--- config.mk ---
export PLATFORM = sky130hd
export DESIGN_NAME = lcd_refresh_scheduler_flat
export DESIGN_NICKNAME = d
export VERILOG_FILES = /design/src/rtl/lcd_refresh_scheduler_if.sv /design/src/rtl/lcd_refresh_scheduler.sv /design/src/flat_wrapper.sv
export SDC_FILE = /design/constraint.sdc
export NUM_CORES = 1
export LEC_CHECK = 0
export BUFFER_PORTS_ARGS = -buffer_cell sky130_fd_sc_hd__buf_2
export CAP_MARGIN = 25
export CORE_ASPECT_RATIO = 0.8
export CORE_MARGIN = 4
export CORE_UTILIZATION = 52
export CTS_BUF_LIST = sky130_fd_sc_hd__clkbuf_8
export DETAILED_ROUTE_END_ITERATION = 12
export HOLD_SLACK_MARGIN = 0.05
export PLACE_DENSITY = 0.71
export RECOVER_POWER = 50
export SLEW_MARGIN = 20
export SYNTH_ARGS = -nofsm -noshare
export SYNTH_HDL_FRONTEND = slang
export SYNTH_SLANG_ARGS = --single-unit
--- constraint.sdc ---
create_clock -name CLK -period 3.2 [get_ports CLK]
set_clock_uncertainty 0.1 [all_clocks]
set_input_delay 0.32 -clock CLK [delete_from_list [all_inputs] [get_ports CLK]]
set_output_delay 0.32 -clock CLK [all_outputs]
set_load 0.01 [all_outputs]
--- src/rtl/lcd_refresh_scheduler_if.sv ---
// Handshake bundle between the LCD refresh scheduler and the init/draw engines plus host.
// master = scheduler side, slave = engine/host side.
interface lcd_refresh_scheduler_if #(
    parameter int FRAME_W = 8
);
    logic               Init_Done_Sig;
    logic               Draw_Done_Sig;
    logic               Redraw_Req;
    logic               Reinit_Req;
    logic               Init_Start_Sig;
    logic               Draw_Start_Sig;
    logic               Busy;
    logic               Timeout_Err;
    logic [FRAME_W-1:0] Frame_Count;

    modport master (
        input  Init_Done_Sig, Draw_Done_Sig, Redraw_Req, Reinit_Req,
        output Init_Start_Sig, Draw_Start_Sig, Busy, Timeout_Err, Frame_Count
    );

    modport slave (
        output Init_Done_Sig, Draw_Done_Sig, Redraw_Req, Reinit_Req,
        input  Init_Start_Sig, Draw_Start_Sig, Busy, Timeout_Err, Frame_Count
    );
endinterface

--- src/rtl/lcd_refresh_scheduler.sv ---
// Top-level LCD sequencer: init once, draw, then redraw on a refresh timer or host request,
// with host re-init, a per-operation watchdog and a wrapping frame counter.
module lcd_refresh_scheduler #(
    parameter int REFRESH_CYCLES = 50_000_000,
    parameter int TIMEOUT_CYCLES = 10_000_000,
    parameter int CNT_W          = 26,
    parameter int FRAME_W        = 8
) (
    input  logic                   CLK,
    input  logic                   RSTn,
    lcd_refresh_scheduler_if.master bus
);
    typedef enum logic [1:0] {S_INIT, S_DRAW, S_WAIT, S_FAULT} state_t;

    localparam logic [CNT_W-1:0] REFRESH_LAST = CNT_W'(REFRESH_CYCLES - 1);
    localparam logic [CNT_W-1:0] TIMEOUT_LAST = CNT_W'(TIMEOUT_CYCLES - 1);

    state_t             r_state,       w_state_nxt;
    logic               r_init_start,  w_init_start_nxt;
    logic               r_draw_start,  w_draw_start_nxt;
    logic               r_busy,        w_busy_nxt;
    logic               r_timeout_err, w_timeout_err_nxt;
    logic               r_reinit_pend, w_reinit_pend_nxt;
    logic [FRAME_W-1:0] r_frame_cnt,   w_frame_cnt_nxt;
    logic [CNT_W-1:0]   r_refresh_cnt, w_refresh_cnt_nxt;
    logic [CNT_W-1:0]   r_wdog_cnt,    w_wdog_cnt_nxt;

    // NOTE: every next-value is given its hold value first so no path leaves one unassigned (no latches).
    always_comb begin
        w_state_nxt       = r_state;
        w_init_start_nxt  = r_init_start;
        w_draw_start_nxt  = r_draw_start;
        w_timeout_err_nxt = r_timeout_err;
        w_reinit_pend_nxt = r_reinit_pend;
        w_frame_cnt_nxt   = r_frame_cnt;
        w_refresh_cnt_nxt = r_refresh_cnt;
        w_wdog_cnt_nxt    = r_wdog_cnt;

        case (r_state)
            S_INIT: begin
                if (bus.Reinit_Req) w_reinit_pend_nxt = 1'b1;
                if (!r_init_start) begin
                    // Only reached on the first edge after reset; this edge counts as state entry.
                    w_init_start_nxt = 1'b1;
                    w_wdog_cnt_nxt   = '0;
                end else if (bus.Init_Done_Sig) begin
                    w_init_start_nxt  = 1'b0;
                    w_draw_start_nxt  = 1'b1;
                    w_reinit_pend_nxt = 1'b0;
                    w_wdog_cnt_nxt    = '0;
                    w_state_nxt       = S_DRAW;
                end else if (r_wdog_cnt == TIMEOUT_LAST) begin
                    w_init_start_nxt  = 1'b0;
                    w_timeout_err_nxt = 1'b1;
                    w_state_nxt       = S_FAULT;
                end else begin
                    w_wdog_cnt_nxt = r_wdog_cnt + 1'b1;
                end
            end

            S_DRAW: begin
                if (bus.Reinit_Req) w_reinit_pend_nxt = 1'b1;
                if (bus.Draw_Done_Sig) begin
                    w_draw_start_nxt = 1'b0;
                    w_frame_cnt_nxt  = r_frame_cnt + 1'b1;
                    if (r_reinit_pend || bus.Reinit_Req) begin
                        w_init_start_nxt = 1'b1;
                        w_wdog_cnt_nxt   = '0;
                        w_state_nxt      = S_INIT;
                    end else begin
                        w_refresh_cnt_nxt = '0;
                        w_state_nxt       = S_WAIT;
                    end
                end else if (r_wdog_cnt == TIMEOUT_LAST) begin
                    w_draw_start_nxt  = 1'b0;
                    w_timeout_err_nxt = 1'b1;
                    w_state_nxt       = S_FAULT;
                end else begin
                    w_wdog_cnt_nxt = r_wdog_cnt + 1'b1;
                end
            end

            S_WAIT: begin
                if (bus.Reinit_Req) begin
                    w_init_start_nxt = 1'b1;
                    w_wdog_cnt_nxt   = '0;
                    w_state_nxt      = S_INIT;
                end else if (bus.Redraw_Req || (r_refresh_cnt == REFRESH_LAST)) begin
                    w_draw_start_nxt = 1'b1;
                    w_wdog_cnt_nxt   = '0;
                    w_state_nxt      = S_DRAW;
                end else begin
                    w_refresh_cnt_nxt = r_refresh_cnt + 1'b1;
                end
            end

            S_FAULT: begin
                if (bus.Reinit_Req) begin
                    w_init_start_nxt  = 1'b1;
                    w_timeout_err_nxt = 1'b0;
                    w_reinit_pend_nxt = 1'b0;
                    w_wdog_cnt_nxt    = '0;
                    w_state_nxt       = S_INIT;
                end
            end

            default: w_state_nxt = S_INIT;
        endcase

        w_busy_nxt = (w_state_nxt == S_INIT) || (w_state_nxt == S_DRAW);
    end

    // NOTE: sequential state uses non-blocking assignments so all registers update from pre-edge values.
    always_ff @(posedge CLK or negedge RSTn) begin
        if (!RSTn) begin
            r_state       <= S_INIT;
            r_init_start  <= 1'b0;
            r_draw_start  <= 1'b0;
            r_busy        <= 1'b0;
            r_timeout_err <= 1'b0;
            r_reinit_pend <= 1'b0;
            r_frame_cnt   <= '0;
            r_refresh_cnt <= '0;
            r_wdog_cnt    <= '0;
        end else begin
            r_state       <= w_state_nxt;
            r_init_start  <= w_init_start_nxt;
            r_draw_start  <= w_draw_start_nxt;
            r_busy        <= w_busy_nxt;
            r_timeout_err <= w_timeout_err_nxt;
            r_reinit_pend <= w_reinit_pend_nxt;
            r_frame_cnt   <= w_frame_cnt_nxt;
            r_refresh_cnt <= w_refresh_cnt_nxt;
            r_wdog_cnt    <= w_wdog_cnt_nxt;
        end
    end

    assign bus.Init_Start_Sig = r_init_start;
    assign bus.Draw_Start_Sig = r_draw_start;
    assign bus.Busy           = r_busy;
    assign bus.Timeout_Err    = r_timeout_err;
    assign bus.Frame_Count    = r_frame_cnt;
endmodule

--- src/flat_wrapper.sv ---
// flat-port wrapper written by rule: the top's interface ports become plain ports
module lcd_refresh_scheduler_flat 
#(
    parameter int REFRESH_CYCLES = 50_000_000,
    parameter int TIMEOUT_CYCLES = 10_000_000,
    parameter int CNT_W          = 26,
    parameter int FRAME_W        = 8
)
  (CLK, RSTn, bus_Init_Done_Sig, bus_Draw_Done_Sig, bus_Redraw_Req, bus_Reinit_Req, bus_Init_Start_Sig, bus_Draw_Start_Sig, bus_Busy, bus_Timeout_Err, bus_Frame_Count);
  lcd_refresh_scheduler_if #(.FRAME_W(FRAME_W)) bus_i ();
  input  logic CLK;
  input  logic RSTn;
  input wire logic [$bits(bus_i.Init_Done_Sig)-1:0] bus_Init_Done_Sig;
  input wire logic [$bits(bus_i.Draw_Done_Sig)-1:0] bus_Draw_Done_Sig;
  input wire logic [$bits(bus_i.Redraw_Req)-1:0] bus_Redraw_Req;
  input wire logic [$bits(bus_i.Reinit_Req)-1:0] bus_Reinit_Req;
  output wire logic [$bits(bus_i.Init_Start_Sig)-1:0] bus_Init_Start_Sig;
  output wire logic [$bits(bus_i.Draw_Start_Sig)-1:0] bus_Draw_Start_Sig;
  output wire logic [$bits(bus_i.Busy)-1:0] bus_Busy;
  output wire logic [$bits(bus_i.Timeout_Err)-1:0] bus_Timeout_Err;
  output wire logic [$bits(bus_i.Frame_Count)-1:0] bus_Frame_Count;
  assign bus_i.Init_Done_Sig = bus_Init_Done_Sig;
  assign bus_i.Draw_Done_Sig = bus_Draw_Done_Sig;
  assign bus_i.Redraw_Req = bus_Redraw_Req;
  assign bus_i.Reinit_Req = bus_Reinit_Req;
  assign bus_Init_Start_Sig = bus_i.Init_Start_Sig;
  assign bus_Draw_Start_Sig = bus_i.Draw_Start_Sig;
  assign bus_Busy = bus_i.Busy;
  assign bus_Timeout_Err = bus_i.Timeout_Err;
  assign bus_Frame_Count = bus_i.Frame_Count;
  lcd_refresh_scheduler #(.REFRESH_CYCLES(REFRESH_CYCLES), .TIMEOUT_CYCLES(TIMEOUT_CYCLES), .CNT_W(CNT_W), .FRAME_W(FRAME_W)) u_core (.CLK(CLK), .RSTn(RSTn), .bus(bus_i));
endmodule
---- Word level (Yosys, flattened, before mapping) ----
Index checks and enable logic that the tools add are counted.
storage, ports and cells
  register bits after elaboration ......... 67
  input port bits ......................... 6
  logic and storage cells ................. 96
operators by class
  add/sub/neg operators ................... 3
  equality and inequality tests ........... 21
  mux-type cells .......................... 47
  reduce and logical (&&, ||, !) cells .... 16
operators by type and width
  kind                     count
  $mux W26                 12
  $pmux W26 S4             1
  $add A26 B1 Y26 const B  2
  $pmux W26 S2             1
  $eq A26 B24 Y1 const B   1
  $eq A26 B26 Y1 const B   1
  $mux W1                  20
  $mux W2                  8
  $ne A2 B2 Y1 const B     8
  $pmux W1 S3              4
  $reduce_and A5 Y1        2
  $ne A3 B2 Y1 const B     3
  $add A8 B1 Y8 const B    1
  $ne A2 B1 Y1 const B     4
  $pmux W2 S4              1
  $reduce_and A3 Y1        2
  $reduce_and A6 Y1        1
  $reduce_bool A3 Y1       2
  $eq A2 B1 Y1 const B     2
  $eq A2 B2 Y1 const B     2
  $logic_not A2 Y1         2
  $reduce_and A2 Y1        2
  $logic_or A1 B1 Y1       3
  $reduce_bool A2 Y1       1
  $reduce_or A2 Y1         1

---- Logic depth before layout (Yosys ltp) ----
Gate-level depths: netlist of the first run.
  word-level depth ........................ 7
  mapped depth ............................ 8

---- Worst setup path before layout of the first run ----
No wires, ideal clock.
  path kind ............................... reg2reg
  from .................................... register u_core.r_refresh_cnt[8]
  to ...................................... register u_core.r_wdog_cnt[12]
  library setup time ...................... 124 ps
  arrival time ............................ 2,031 ps
  required time ........................... 2,976 ps
  slack ................................... 945 ps
  cell stages (with the launch flop) ...... 7
  clock period less this slack ............ 2,255 ps
  cell sequence ........................... dfrtp_1 -> or4_4 -> nor4_4 -> a221oi_2 -> or2_0 -> buf_2 -> a211o_1
between the ends
  word-level cells in the longest chain between the ends .. 4
ends and longest elaborated chain
  what                                line                          RTL
  start, declared                     lcd_refresh_scheduler.sv:25   logic [CNT_W-1:0] r_refresh_cnt, w_refresh_cnt_nxt;
  start signal, assigned              lcd_refresh_scheduler.sv:133  r_refresh_cnt <= w_refresh_cnt_nxt;
  $eq A26 B26 Y1                      lcd_refresh_scheduler.sv:88   end else if (bus.Redraw_Req || (r_refresh_cnt == REFRESH_LAST)) begin
  $logic_or A1 B1 Y1                  lcd_refresh_scheduler.sv:88
  $ne A3 B2 Y1 (no source line)       -
  $reduce_and A3 Y1 (no source line)  -
  end signal, assigned                lcd_refresh_scheduler.sv:134  r_wdog_cnt <= w_wdog_cnt_nxt;
  end, declared                       lcd_refresh_scheduler.sv:26   logic [CNT_W-1:0] r_wdog_cnt, w_wdog_cnt_nxt;
No other way between the ends.
A chain may end at the register's enable or synchronous reset.

---- Final worst setup path of the first run ----
  from .................................... register u_core.r_refresh_cnt[7]
  to ...................................... register u_core.r_wdog_cnt[0]
The elaborated chain is that of the path after synthesis.

==> flow_metrics.tcl, run 1 <==
set metrics [dict create \
    ctsResizeCount 0 \
    critical_path.startpoint "u_core.r_refresh_cnt[7]" \
    drv_cap 0 \
    grt_pass1_wl_mm 15.1 \
    insertedDiodeCount 0 \
    dp_hpwl_mm 5.79 \
    layout_worst_path_cycle_share_pct 82.2 \
    status "completed" \
    totalNegativeSetupSlack_ns 0 \
    power_density_nw_per_um2 552 \
    clk_pin_slew_ns 0.08 \
    whs_ns 0.181 \
    p_leak_nw 1.72 \
    grt_overflow_total 0 \
    crit_cells 6 \
    fin_crit_ns 2.63 \
    port_buffers 17 \
    synth_edf_count 0 \
    wl_mm 8.72 \
    rows 27 \
    worstSetupEndpointType "flip-flop" \
    cts_root_buffer "clkbuf_8" \
    worstPathArrival_ns 2.77 \
    hp-start "bus_Init_Done_Sig" \
    ctsHoldBuffers 1 \
    insertion_delay_ns 0.35 \
    max_stage_delay_ns 0.60 \
    ys_async_sr_fraction_pct 100 \
    hold_viol 0 \
    setup_violations 0 \
    grt_usage_pct 21.9 \
    ant_nets 0 \
    drtIter0Drc 290 \
    clk_path_buf_depth 2 \
    path_max_fanout 10 \
    grt_start_max_net_pins 45 \
    worstHoldPathType "input port to flip-flop" \
    antenna_found_initial 0 \
    ys.flop_type "dfrtp_1" \
    areaGrowthSynthToFinish_pct 10.5 \
    r2r_setup_slack_ns 0.57 \
    ys_seq_elements 67 \
    crit_type "flip-flop to flip-flop" \
    numCtsBuffers 9 \
    tightest_slew_ns 1.49 \
    synth_cells 403 \
    dieArea_um2 8620 \
    crit_required_ns 3.34 \
    cp_cell_sequence "or4b_1, nor4_4, a221oi_2, buf_4, a211o_1, mux2_2" \
    fp.dieH_um 83.9 \
    cts.sinks 67 \
    wl_per_cell_um 17.0 \
    synth_nets 412 \
    grt_pass1_vias 3093 \
    start_util_pct 54.0 \
    yosysWarnings 0 \
    holdPathStages 2 \
    drt-pass1-iter-count 6 \
    relSlewSlack_pct 0.795 \
    syn_area_per_cell_um2 9.28 \
    ys_seq_area_share_pct 44.8 \
    timing.rr.start "u_core.r_refresh_cnt[7]" \
    vias 3358 \
    cts_tree "built" \
    crit_family "simple AND/OR/NAND/NOR gates" \
    cts-htree-levels 3 \
    finalNetCount 429 \
    vias_per_cell 6.56 \
    ios 18 \
    rsz0062_at_grt "false" \
    crit_slowest_cell "or4b_1" \
    drive_gt1_share_pct 9.18 \
    critPathBufInv 1 \
    slew_viol_final 0 \
    holdPathEnd "u_core.r_reinit_pend" \
    cts_setup_buffers 0 \
    ir_drop_uv 241 \
    start_kind "flip-flop" \
    reg2regPathDepth 6 \
    die_w_um 103 \
    route.detailed.drc 0 \
    r2r_end "u_core.r_wdog_cnt[0]" \
    place_congestion 0.833 \
    synth.distinct_cells 56 \
    fmax_mhz 380 \
    coreArea_um2 6930 \
    synth_area_um2 3740 \
]
state kept, by name, indices dropped and copies added (netlist names):
signal,cells
u_core.r_refresh_cnt,26
u_core.r_wdog_cnt,26
u_core.bus.Frame_Count,8
u_core.r_state,2
u_core.bus.Busy,1
u_core.bus.Draw_Start_Sig,1
u_core.bus.Init_Start_Sig,1
u_core.bus.Timeout_Err,1
u_core.r_reinit_pend,1
logic make-up (layout without fill, tap and decap cells):
logic type      count (synthesis)  after routing  share of synthesized area [%]
xor+xnor                        9              9                           2.11
flops                          67             67                           44.8
mux                             6              6                           1.67
compound gates                117            117                           20.5
fa+ha+maj                       3              3                           1.00
buf+inv                        24             46                           2.88
simple gates                  177            177                           27.0
power breakdown:
group / internal [mW] / switching [mW]
sequential: 0.926 / 0.103
combinational: 0.172 / 0.309
clock: 0.437 / 0.335
total: 1.53 / 0.747
synthesized netlist by cell type, types with 5 or more instances:
library cell / instances / area share (%)
or4_1: 13 / 2.6
nand4_1: 17 / 2.8
nand3_1: 30 / 4.0
and3_1: 13 / 2.2
o21ai_0: 23 / 3.1
dfrtp_1: 67 / 45
buf_2: 5 / 0.67
o31ai_1: 17 / 3.4
xnor2_1: 7 / 1.6
inv_1: 6 / 0.60
or3_1: 14 / 2.3
clkbuf_1: 10 / 1.0
nor3_1: 8 / 1.1
a21oi_1: 29 / 3.9
nor2_1: 13 / 1.3
a31oi_1: 9 / 1.5
nand2_1: 35 / 3.5
o211ai_1: 7 / 1.4
and2_1: 8 / 1.3
worst max-delay path by stage:
stage	end	slack (ns)
finish	u_core.r_wdog_cnt[0]	0.57
floorplan	u_core.r_wdog_cnt[12]	0.94
CTS	u_core.r_wdog_cnt[0]	0.57
detailed placement	u_core.r_wdog_cnt[0]	0.58
global route	u_core.r_refresh_cnt[11]	0.48
global placement	u_core.r_wdog_cnt[0]	0.67
per-layer routing:
layer,wire length [um],up-vias,track usage (%),share of wire (%)
li1,-,1598,-,-
met1,4160,1606,32.4,48
met2,3750,140,30.8,43
met3,685,14,7.18,7.9
met4,127,0,5.76,1.5
met5,0,-,0,0
layout by cell type, fill, tap and decap left out, types with 11 or more instances in the layout:
master / count
o21ai_0: 23
nor2_1: 13
or4_1: 13
nand3_1: 30
nand2_1: 35
and3_1: 13
nand4_1: 17
clkbuf_1: 11
a21oi_1: 29
o31ai_1: 17
or3_1: 14
dfrtp_1: 67
through the flow:
| stage | worst slack [ns] | util [%] | power, mW | cell area [um^2] | cells |
|---|---|---|---|---|---|
| floorplan | 0.945 | - | 1.35 | 3740 | 403 |
| global placement | 0.667 | 56.6 | 1.51 | 3920 | 495 |
| detailed placement | 0.581 | 56.6 | 1.53 | 3920 | 495 |
| CTS | 0.569 | 59.9 | 2.30 | 4150 | 512 |
| global route | 0.485 | 59.7 | 2.42 | 4130 | 512 |
| finish | 0.570 | 59.7 | 2.28 | 4130 | 512 |
worst reg2reg max path, stage by stage (launching register included):
cell,delay [ns]
dfrtp_1,0.44
or4b_1,0.60
nor4_4,0.34
a221oi_2,0.23
buf_4,0.22
a211o_1,0.32
mux2_2,0.27
cell type report:
cell class | count | area [um^2]
Inverter | 6 | 22.5
Multi-Input combinational cell | 312 | 1970
Timing Repair Buffer | 24 | 139
Tap cell | 87 | 109
Clock inverter | 7 | 92.6
Clock buffer | 9 | 124
Fill cell | 574 | 2790
Sequential cell | 67 | 1680
Power figures use the tool's default switching activity.
==> run 2: changes to the inputs <==
--- a/config.mk
+++ b/config.mk
@@ -13,7 +13,7 @@
 export CTS_BUF_LIST = sky130_fd_sc_hd__clkbuf_8
 export DETAILED_ROUTE_END_ITERATION = 12
 export HOLD_SLACK_MARGIN = 0.05
-export PLACE_DENSITY = 0.71
+export PLACE_DENSITY = 0.74
 export RECOVER_POWER = 50
 export SLEW_MARGIN = 20
 export SYNTH_ARGS = -nofsm -noshare
==> constraint.sdc (replaced) <==
create_clock -name CLK -period 2.15 [get_ports CLK]
set_clock_uncertainty 0.1 [all_clocks]
set_input_delay 0.215 -clock CLK [delete_from_list [all_inputs] [get_ports CLK]]
set_output_delay 0.215 -clock CLK [all_outputs]
set_load 0.01 [all_outputs]
==> flow_metrics.tcl, run 2 (synthesis gave the netlist of run 1 again) <==
set metrics [dict create \
    rsz0062_at_grt "true" \
    fp.dieH_um 83.9 \
    place_congestion 0.874 \
    relSlewSlack_pct 38.6 \
    grt_pass1_wl_mm 16.1 \
    ant_nets 0 \
    insertion_delay_ns 0.37 \
    rows 27 \
    setup_violations 0 \
    ios 18 \
    crit_type "flip-flop to flip-flop" \
    whs_ns 0.0728 \
    cts-htree-levels 3 \
    worstPathArrival_ns 2.29 \
    fmax_mhz 466 \
    ir_drop_uv 443 \
    r2r_setup_slack_ns 0.006 \
    fill_cells 514 \
    total_power_mw 3.60 \
    slew_viol_final 0 \
    fin_crit_ns 2.14 \
    seq_area_um2 1680 \
    reg2regPathDepth 5 \
    worstHoldPathType "input port to flip-flop" \
    multi_input_area_um2 2030 \
    wl_mm 9.94 \
    p_leak_nw 2.08 \
    grt_pass1_vias 3288 \
    start_kind "flip-flop" \
    layout_commonest_cell "dfrtp_1" \
    dp_hpwl_mm 6.80 \
    numCtsBuffers 9 \
    port_buffers 17 \
    grt_start_max_net_pins 68 \
    die_w_um 103 \
    worstSetupEndpointType "flip-flop" \
    hp-start "bus_Init_Done_Sig" \
    route.detailed.drc 0 \
    final_cell_mix "dfrtp_1 (63), buf_4 (60), nand2_1 (35)" \
    grt_usage_pct 23.6 \
    status "completed" \
    grt_overflow_total 0 \
    cts_tree "built" \
    cts.sinks 67 \
    power_density_nw_per_um2 771 \
    vias 3572 \
    vias_per_cell 6.27 \
    layout_worst_path_cycle_share_pct 99.7 \
    antenna_found_initial 0 \
    coreArea_um2 6930 \
    dieArea_um2 8620 \
    cts_root_buffer "clkbuf_8" \
    r2r_end "u_core.r_wdog_cnt[0]" \
    holdPathEnd "u_core.r_reinit_pend" \
    crit_required_ns 2.29 \
    drt-pass1-iter-count 5 \
    clk_path_buf_depth 2 \
    drive_gt1_share_pct 26.5 \
    wl_per_cell_um 17.4 \
    finalNetCount 487 \
    timing.rr.start "u_core.r_refresh_cnt[7]" \
    drtIter0Drc 322 \
    holdPathStages 2 \
    tightest_slew_ns 0.922 \
    areaGrowthSynthToFinish_pct 24.9 \
    path_max_fanout 4 \
    hold_viol 0 \
    drv_cap 0 \
    start_util_pct 54.0 \
    clk_pin_slew_ns 0.08 \
    totalNegativeSetupSlack_ns 0 \
    insertedDiodeCount 0 \
]
[run 2: repair_timing]
| item | in CTS | in global routing |
|---|---|---|
| endpoints found under the setup margin | 8 | 40 |
| hold buffers | 1 | 0 |
| pin swaps | 0 | 6 |
| setup buffers | 0 | 5 |
| endpoints found under the hold margin | 67 | 0 |
| resized for setup | 3 | 22 |
| cloned | 0 | 1 |
[run 2: worst max path at each step]
stage | from | end | slack, ns | depth (start not counted)
finish | u_core.r_refresh_cnt[7] | u_core.r_wdog_cnt[0] | 0.006 | 5
global placement | u_core.r_refresh_cnt[10] | u_core.r_wdog_cnt[12] | 0.02 | 5
floorplan | u_core.r_refresh_cnt[7] | u_core.r_wdog_cnt[12] | -0.04 | 6
detailed placement | u_core.r_refresh_cnt[10] | u_core.r_wdog_cnt[8] | -0.04 | 5
global route | u_core.r_refresh_cnt[7] | u_core.r_wdog_cnt[0] | -0.1 | 5
CTS | u_core.r_wdog_cnt[1] | u_core.r_wdog_cnt[24] | 0.0006 | 6
[run 2: area by class of cell]
cell class	count	share of cell area [%]
sequential	67	36.0
timing repair buffer	82	13.2
multi-input combinational	312	43.4
clock inverter	7	1.95
inverter	6	0.482
clock buffer	9	2.65
tap	87	2.33
[run 2: worst max-delay path: stages (launching register included)]
cell and delay [ns]:
dfrtp_1 0.39, or4b_4 0.53, nor4_4 0.27, a221oi_2 0.13, a211o_1 0.32, mux2_2 0.28
[run 2: routing by layer]
metal  vias to the layer above  global-route usage (%)  wire length [um]
met1                      1709                    34.8              4620
met2                       137                    34.3              4510
met4                         0                    6.24               113
met3                        12                    5.93               692
met5                         -                       0                 0
li1                       1714                       -                 -
[run 2: metrics by stage]
stage	cells	utilization (%)	cell area (um^2)	setup WS, ns
2_1_floorplan	403	-	3760	-0.0430
3_3_place_gp	547	62.8	4350	0.0173
3_5_place_dp	547	62.8	4350	-0.0364
4_1_cts	564	66.2	4590	0.000614
5_1_grt	570	67.5	4670	-0.0986
6_report	570	67.5	4670	0.00575
[run 2: power breakdown]
group          total (mW)  internal (mW)  switching [mW]
clock                1.17          0.650           0.519
sequential           1.49           1.38           0.110
combinational       0.946          0.395           0.551
total                3.60           2.42            1.18
